$ cat src/rtl/add16_arbiter.sv
`timescale 1ns/1ps
// add16_arbiter
// Shares one 16-bit adder between NUM_REQ requesters. A round-robin arbiter
// grants one request per IDLE cycle, latches its operands and owner ID, adds
// them in the CALC cycle, and holds a registered result in RESP until the
// consumer takes it.
//
// Ports:
//   clk        system clock, all state moves on the rising edge
//   rst_n      synchronous active-low reset
//   req_valid  per-requester request valid (bit i = requester i)
//   req_a      packed operand A, requester i at [16*i+15:16*i]
//   req_b      packed operand B, same packing as req_a
//   req_ready  one-hot combinational grant, zero outside IDLE and in reset
//   rsp_valid  registered result valid
//   rsp_ready  consumer accepts the result
//   rsp_sum    registered a+b mod 2^16
//   rsp_id     index of the requester that owns rsp_sum
//   rsp_ovf    two's-complement overflow of a+b
module add16_arbiter #(
    parameter  int NUM_REQ = 4,
    localparam int ID_W    = $clog2(NUM_REQ)
) (
    input  logic                    clk,
    input  logic                    rst_n,
    input  logic [NUM_REQ-1:0]      req_valid,
    input  logic [16*NUM_REQ-1:0]   req_a,
    input  logic [16*NUM_REQ-1:0]   req_b,
    output logic [NUM_REQ-1:0]      req_ready,
    output logic                    rsp_valid,
    input  logic                    rsp_ready,
    output logic [15:0]             rsp_sum,
    output logic [ID_W-1:0]         rsp_id,
    output logic                    rsp_ovf
);

    typedef enum logic [1:0] {
        IDLE = 2'd0,
        CALC = 2'd1,
        RESP = 2'd2
    } state_t;

    state_t            state_r;
    state_t            state_nx_s;
    logic [ID_W-1:0]   ptr_r;
    logic [ID_W-1:0]   id_r;
    logic [15:0]       op_a_r;
    logic [15:0]       op_b_r;
    logic [15:0]       sum_s;
    logic [ID_W:0]     pick_s;
    logic              found_s;
    logic [ID_W-1:0]   gnt_idx_s;

    // Round-robin search starting at ptr; returns {found, index}.
    function automatic logic [ID_W:0] rr_pick(input logic [NUM_REQ-1:0] valid,
                                              input logic [ID_W-1:0]    ptr);
        logic            found;
        logic [ID_W-1:0] idx;
        logic [ID_W-1:0] res;
        found = 1'b0;
        res   = {ID_W{1'b0}};
        for (int k = 0; k < NUM_REQ; k++) begin
            idx = ID_W'((int'(ptr) + k) % NUM_REQ);
            if (!found && valid[idx]) begin
                found = 1'b1;
                res   = idx;
            end else begin
                found = found;
            end
        end
        return {found, res};
    endfunction

    // Signed overflow: operands agree in sign but the sum does not.
    function automatic logic add_ovf(input logic [15:0] a,
                                     input logic [15:0] b,
                                     input logic [15:0] s);
        return (a[15] == b[15]) && (s[15] != a[15]);
    endfunction

    // Arbitration result and the single shared adder.
    always_comb begin
        pick_s    = rr_pick(req_valid, ptr_r);
        found_s   = pick_s[ID_W];
        gnt_idx_s = pick_s[ID_W-1:0];
        sum_s     = op_a_r + op_b_r;
    end

    // One-hot grant, only offered from IDLE and never while in reset.
    always_comb begin
        req_ready = {NUM_REQ{1'b0}};
        if (rst_n && (state_r == IDLE) && found_s) begin
            req_ready[gnt_idx_s] = 1'b1;
        end else begin
            req_ready = {NUM_REQ{1'b0}};
        end
    end

    // Next-state logic.
    always_comb begin
        state_nx_s = state_r;
        case (state_r)
            IDLE: begin
                if (found_s) begin
                    state_nx_s = CALC;
                end else begin
                    state_nx_s = IDLE;
                end
            end
            CALC: state_nx_s = RESP;
            RESP: begin
                if (rsp_ready) begin
                    state_nx_s = IDLE;
                end else begin
                    state_nx_s = RESP;
                end
            end
            default: state_nx_s = IDLE;
        endcase
    end

    // State register.
    always_ff @(posedge clk) begin
        if (!rst_n) begin
            state_r <= IDLE;
        end else begin
            state_r <= state_nx_s;
        end
    end

    // Operand capture, pointer advance and registered response.
    always_ff @(posedge clk) begin
        if (!rst_n) begin
            ptr_r     <= {ID_W{1'b0}};
            id_r      <= {ID_W{1'b0}};
            op_a_r    <= 16'h0000;
            op_b_r    <= 16'h0000;
            rsp_valid <= 1'b0;
            rsp_sum   <= 16'h0000;
            rsp_id    <= {ID_W{1'b0}};
            rsp_ovf   <= 1'b0;
        end else begin
            case (state_r)
                IDLE: begin
                    if (found_s) begin
                        op_a_r <= req_a[16*gnt_idx_s +: 16];
                        op_b_r <= req_b[16*gnt_idx_s +: 16];
                        id_r   <= gnt_idx_s;
                        // ptr only moves on a grant, wrapping at NUM_REQ.
                        ptr_r  <= (gnt_idx_s == ID_W'(NUM_REQ - 1)) ?
                                  {ID_W{1'b0}} : gnt_idx_s + ID_W'(1);
                    end
                end
                CALC: begin
                    rsp_sum   <= sum_s;
                    rsp_id    <= id_r;
                    rsp_ovf   <= add_ovf(op_a_r, op_b_r, sum_s);
                    rsp_valid <= 1'b1;
                end
                RESP: begin
                    if (rsp_ready) begin
                        rsp_valid <= 1'b0;
                    end
                end
                default: begin
                    rsp_valid <= 1'b0;
                end
            endcase
        end
    end

endmodule

$ cat config.mk
export PLATFORM = sky130hd
export DESIGN_NAME = add16_arbiter
export DESIGN_NICKNAME = d
export VERILOG_FILES = /design/src/rtl/add16_arbiter.sv
export SDC_FILE = /design/constraint.sdc
export NUM_CORES = 1
export LEC_CHECK = 0
export ABC_CLOCK_PERIOD_IN_PS = 2550
export CAP_MARGIN = 25
export CORE_MARGIN = 4
export CORE_UTILIZATION = 35
export DETAILED_ROUTE_END_ITERATION = 10
export PLACE_DENSITY = 0.68
export RECOVER_POWER = 25
export SLEW_MARGIN = 20
export SYNTH_ARGS = -nofsm -noshare
export SYNTH_HDL_FRONTEND = slang
export SYNTH_SLANG_ARGS = --single-unit
$ cat constraint.sdc
create_clock -name clk -period 2.55 [get_ports clk]
set_input_delay 0.255 -clock clk [delete_from_list [all_inputs] [get_ports clk]]
set_output_delay 0.255 -clock clk [all_outputs]
set_load 0.1 [all_outputs]
==> results.cfg <==
[clocking]
cts_root_buf = clkbuf_8
cts_sinks = 58
numCtsBuffers = 9
cts_tree = built
cts_hold_buf = 0
htreeDepth = 3
insertion_delay_ns = 0.34
clk_path_buf_depth = 2
clkTransAtPathRegs_ns = 0.07

[floorplan]
fp.dieH_um = 111.6
io_pins = 159
start_util = 0.3622
rows = 37
die_width_um = 111.6
die-area_um2 = 12450
fp.coreArea_um2 = 10370

[sta]
hold_viol_final = 0
fmax_mhz = 430.5
fin_crit_ns = 2.323
fin_worst_skew_ns = 0.009527
worst_slew_pin_slew_ns = 1.198
slew_headroom = 0.2050
drv_slew = 0
hold_ws_ns = 0.4469
grt_setup_unrepaired = false
setup_violations = 0
setup_ws_ns = 0.2269
fin_crit_sh = 0.9110

[placement]
placedCellCount = 763
place_ws_ns = -0.04470
gp_congestion = 0.8869
placed_area_um2 = 5497
detailed_place_hpwl_um = 9309
portBuffers = 158

[synthesis]
yosys-top-cells-area = dfxtp_1 31%, nand2_1 13%, a21oi_1 9.5%, ha_1 6.3%, a211o_1 5.8%
synth_top_area_share = 0.3091
synthArstFlopShare = 0
ys_warn_count = 0
synth-seq-cells = 58
synth_cells = 489
synth_edf_count = 0
ys_types = 52
synth.net_count = 644
synth_area_um2 = 3756
yosysTopAreaCell = dfxtp_1
avgSynthCellArea_um2 = 7.681
synth_top_flop_cell = dfxtp_1
yosysSeqAreaShare = 0.3091

[layout]
finalNonFillerCells = 779
n_antenna_cell = 0
final_cell_mix = 134 x clkdlybuf4s50_1, 131 x nand2_1, 71 x a21oi_1
layout_commonest_cell = clkdlybuf4s50_1
nNetsFinal = 793
drive_gt1_frac = 0.07154
area_growth_pct = 51.53
post-route-cell-area_um2 = 5692
fill_cells = 1043

[grt]
grt_pass1_wl_um = 19670
grt_pass1_vias = 4196
grt_max_degree = 57
grt_usage = 0.1897
grt-ovfl-total = 0
antenna_found_initial = 0

[worst_setup_path]
crit_arrival_ns = 2.57
crit_path_max_fanout = 3
critical_path_class = reg -> reg
cp-start-kind = register
critical-path-max-stage-delay_ns = 0.41
worstPathRequired_ns = 2.80
path_cells = ha_1, fa_1, a211oi_2, o21bai_1, o311ai_2, a21oi_1, xnor2_1, a211oi_1
cp-end-kind = register
cp_slowest_cell = fa_1

[min_path]
min_path_type = reg -> reg

[route]
via_per_inst = 5.203
wl_um = 12020
dr_wl_met3_um = 652
initialDrtViolationCount = 207
vias = 4053
drt_pre_antenna_iters = 4
drt-met1-wl_um = 4970
met2_length_um = 6209
ant_nets = 0
highest_layer = met4
wl_per_cell_um = 15.43
drc = 0

[power]
leakagePower_nw = 2.527
power.density_nw_per_um2 = 690.6
fin_total_pwr_mw = 3.931
ir_worst_vdd_mv = 0.3394

[outcome]
status = finished, final reports clean

[flow_run]
drv_cap = 0
==> synth_stat cells (2+ instances only) <==
cell type and n:
nand2_1 131, a21oi_1 71, dfxtp_1 58, a211o_1 25, mux2i_1 21, ha_1 19, nor2_1 16, buf_2 14
clkbuf_1 13, o21ai_0 10, a21o_1 9, a32o_1 8, buf_6 6, nand3_1 6, a31oi_1 5, nand4_1 5
xnor2_1 5, and2_1 4, nor3_1 4, nor4_1 4, o211ai_1 4, a211oi_1 3, inv_1 3, nand2b_1 3
o211a_1 3, or3_1 3, xor2_1 3, a41o_1 2, and3_1 2, and4_1 2, inv_2 2, nand3b_1 2
nor2b_1 2, o21bai_1 2, o31ai_1 2
==> area by class of cell <==
| cell class | count | area [um^2] | share of cell area |
|---|---|---|---|
| flip-flops and latches | 58 | 1162 | 0.2042 |
| repair buffers | 171 | 1669 | 0.2933 |
| inverters | 5 | 18.77 | 0.003297 |
| clock buffers | 12 | 155.1 | 0.02726 |
| clock inverters | 4 | 97.59 | 0.01715 |
| well taps | 136 | 170.2 | 0.02990 |
| multi-input cells | 393 | 2419 | 0.4249 |
==> registers in the layout, indices dropped and copies added (netlist names) <==
register / count
rsp_ovf: 1
rsp_sum: 16
id_r: 2
op_b_r: 16
rsp_id: 2
state_r: 2
ptr_r: 2
rsp_valid: 1
op_a_r: 16
==> stage by stage <==
step	util	setup TNS (ns)
6_report	0.5489	0
3_5_place_dp	0.5300	-0.04470
3_3_place_gp	0.5300	0
5_1_grt	0.5489	0
2_1_floorplan	-	0
4_1_cts	0.5545	0
==> worst paths after layout <==
kind | from | end | slack (ns) | depth (start not counted)
hold / removal | id_r[0] | rsp_id[0] | 0.45 | 2
setup reg to reg | op_a_r[0] | rsp_sum[10] | 0.23 | 8
setup / recovery | op_a_r[0] | rsp_sum[10] | 0.23 | 8
hold reg to reg | id_r[0] | rsp_id[0] | 0.45 | 2
==> cells by family (layout without fill, tap and decap cells) <==
logic type               after synthesis  count (layout)  share of synthesized area
AO/OA/AOI/OAI                        156             156                     0.2762
AND/OR/NAND/NOR                      188             188                     0.2169
buffers and inverters                 38             192                    0.05463
adder cells (fa/ha/maj)               20              20                    0.06862
multiplexers                          21              21                    0.05596
XOR/XNOR                               8               8                    0.01865
flip-flops                            58              58                     0.3091
==> timing repair <==
item,4_1_cts,5_1_grt
resized for setup,2,3
endpoints found under the setup margin,2,4
setup buffers,0,0
==> power breakdown <==
part | total (mW) | switching, mW | internal [mW]
combinational | 1.68 | 1.01 | 0.668
sequential | 1.18 | 0.116 | 1.06
clock | 1.08 | 0.375 | 0.703
total | 3.93 | 1.50 | 2.43
==> critical path, delay by kind of cell, from the launching register on <==
| kind | cells | cell delay (ns) |
|---|---|---|
| adder cells (fa/ha/maj) | 2 | 0.63 |
| XOR/XNOR | 1 | 0.15 |
| AO/OA/AOI/OAI | 5 | 1.13 |
| flip-flops | 1 | 0.32 |
==> per-layer routing <==
metal	vias up	GRT usage
met3	17	0.04837
li1	2064	-
met5	-	0
met1	1864	0.2142
met4	0	0.05758
met2	108	0.3494
No activity file was read; power rests on OpenSTA's default activity.
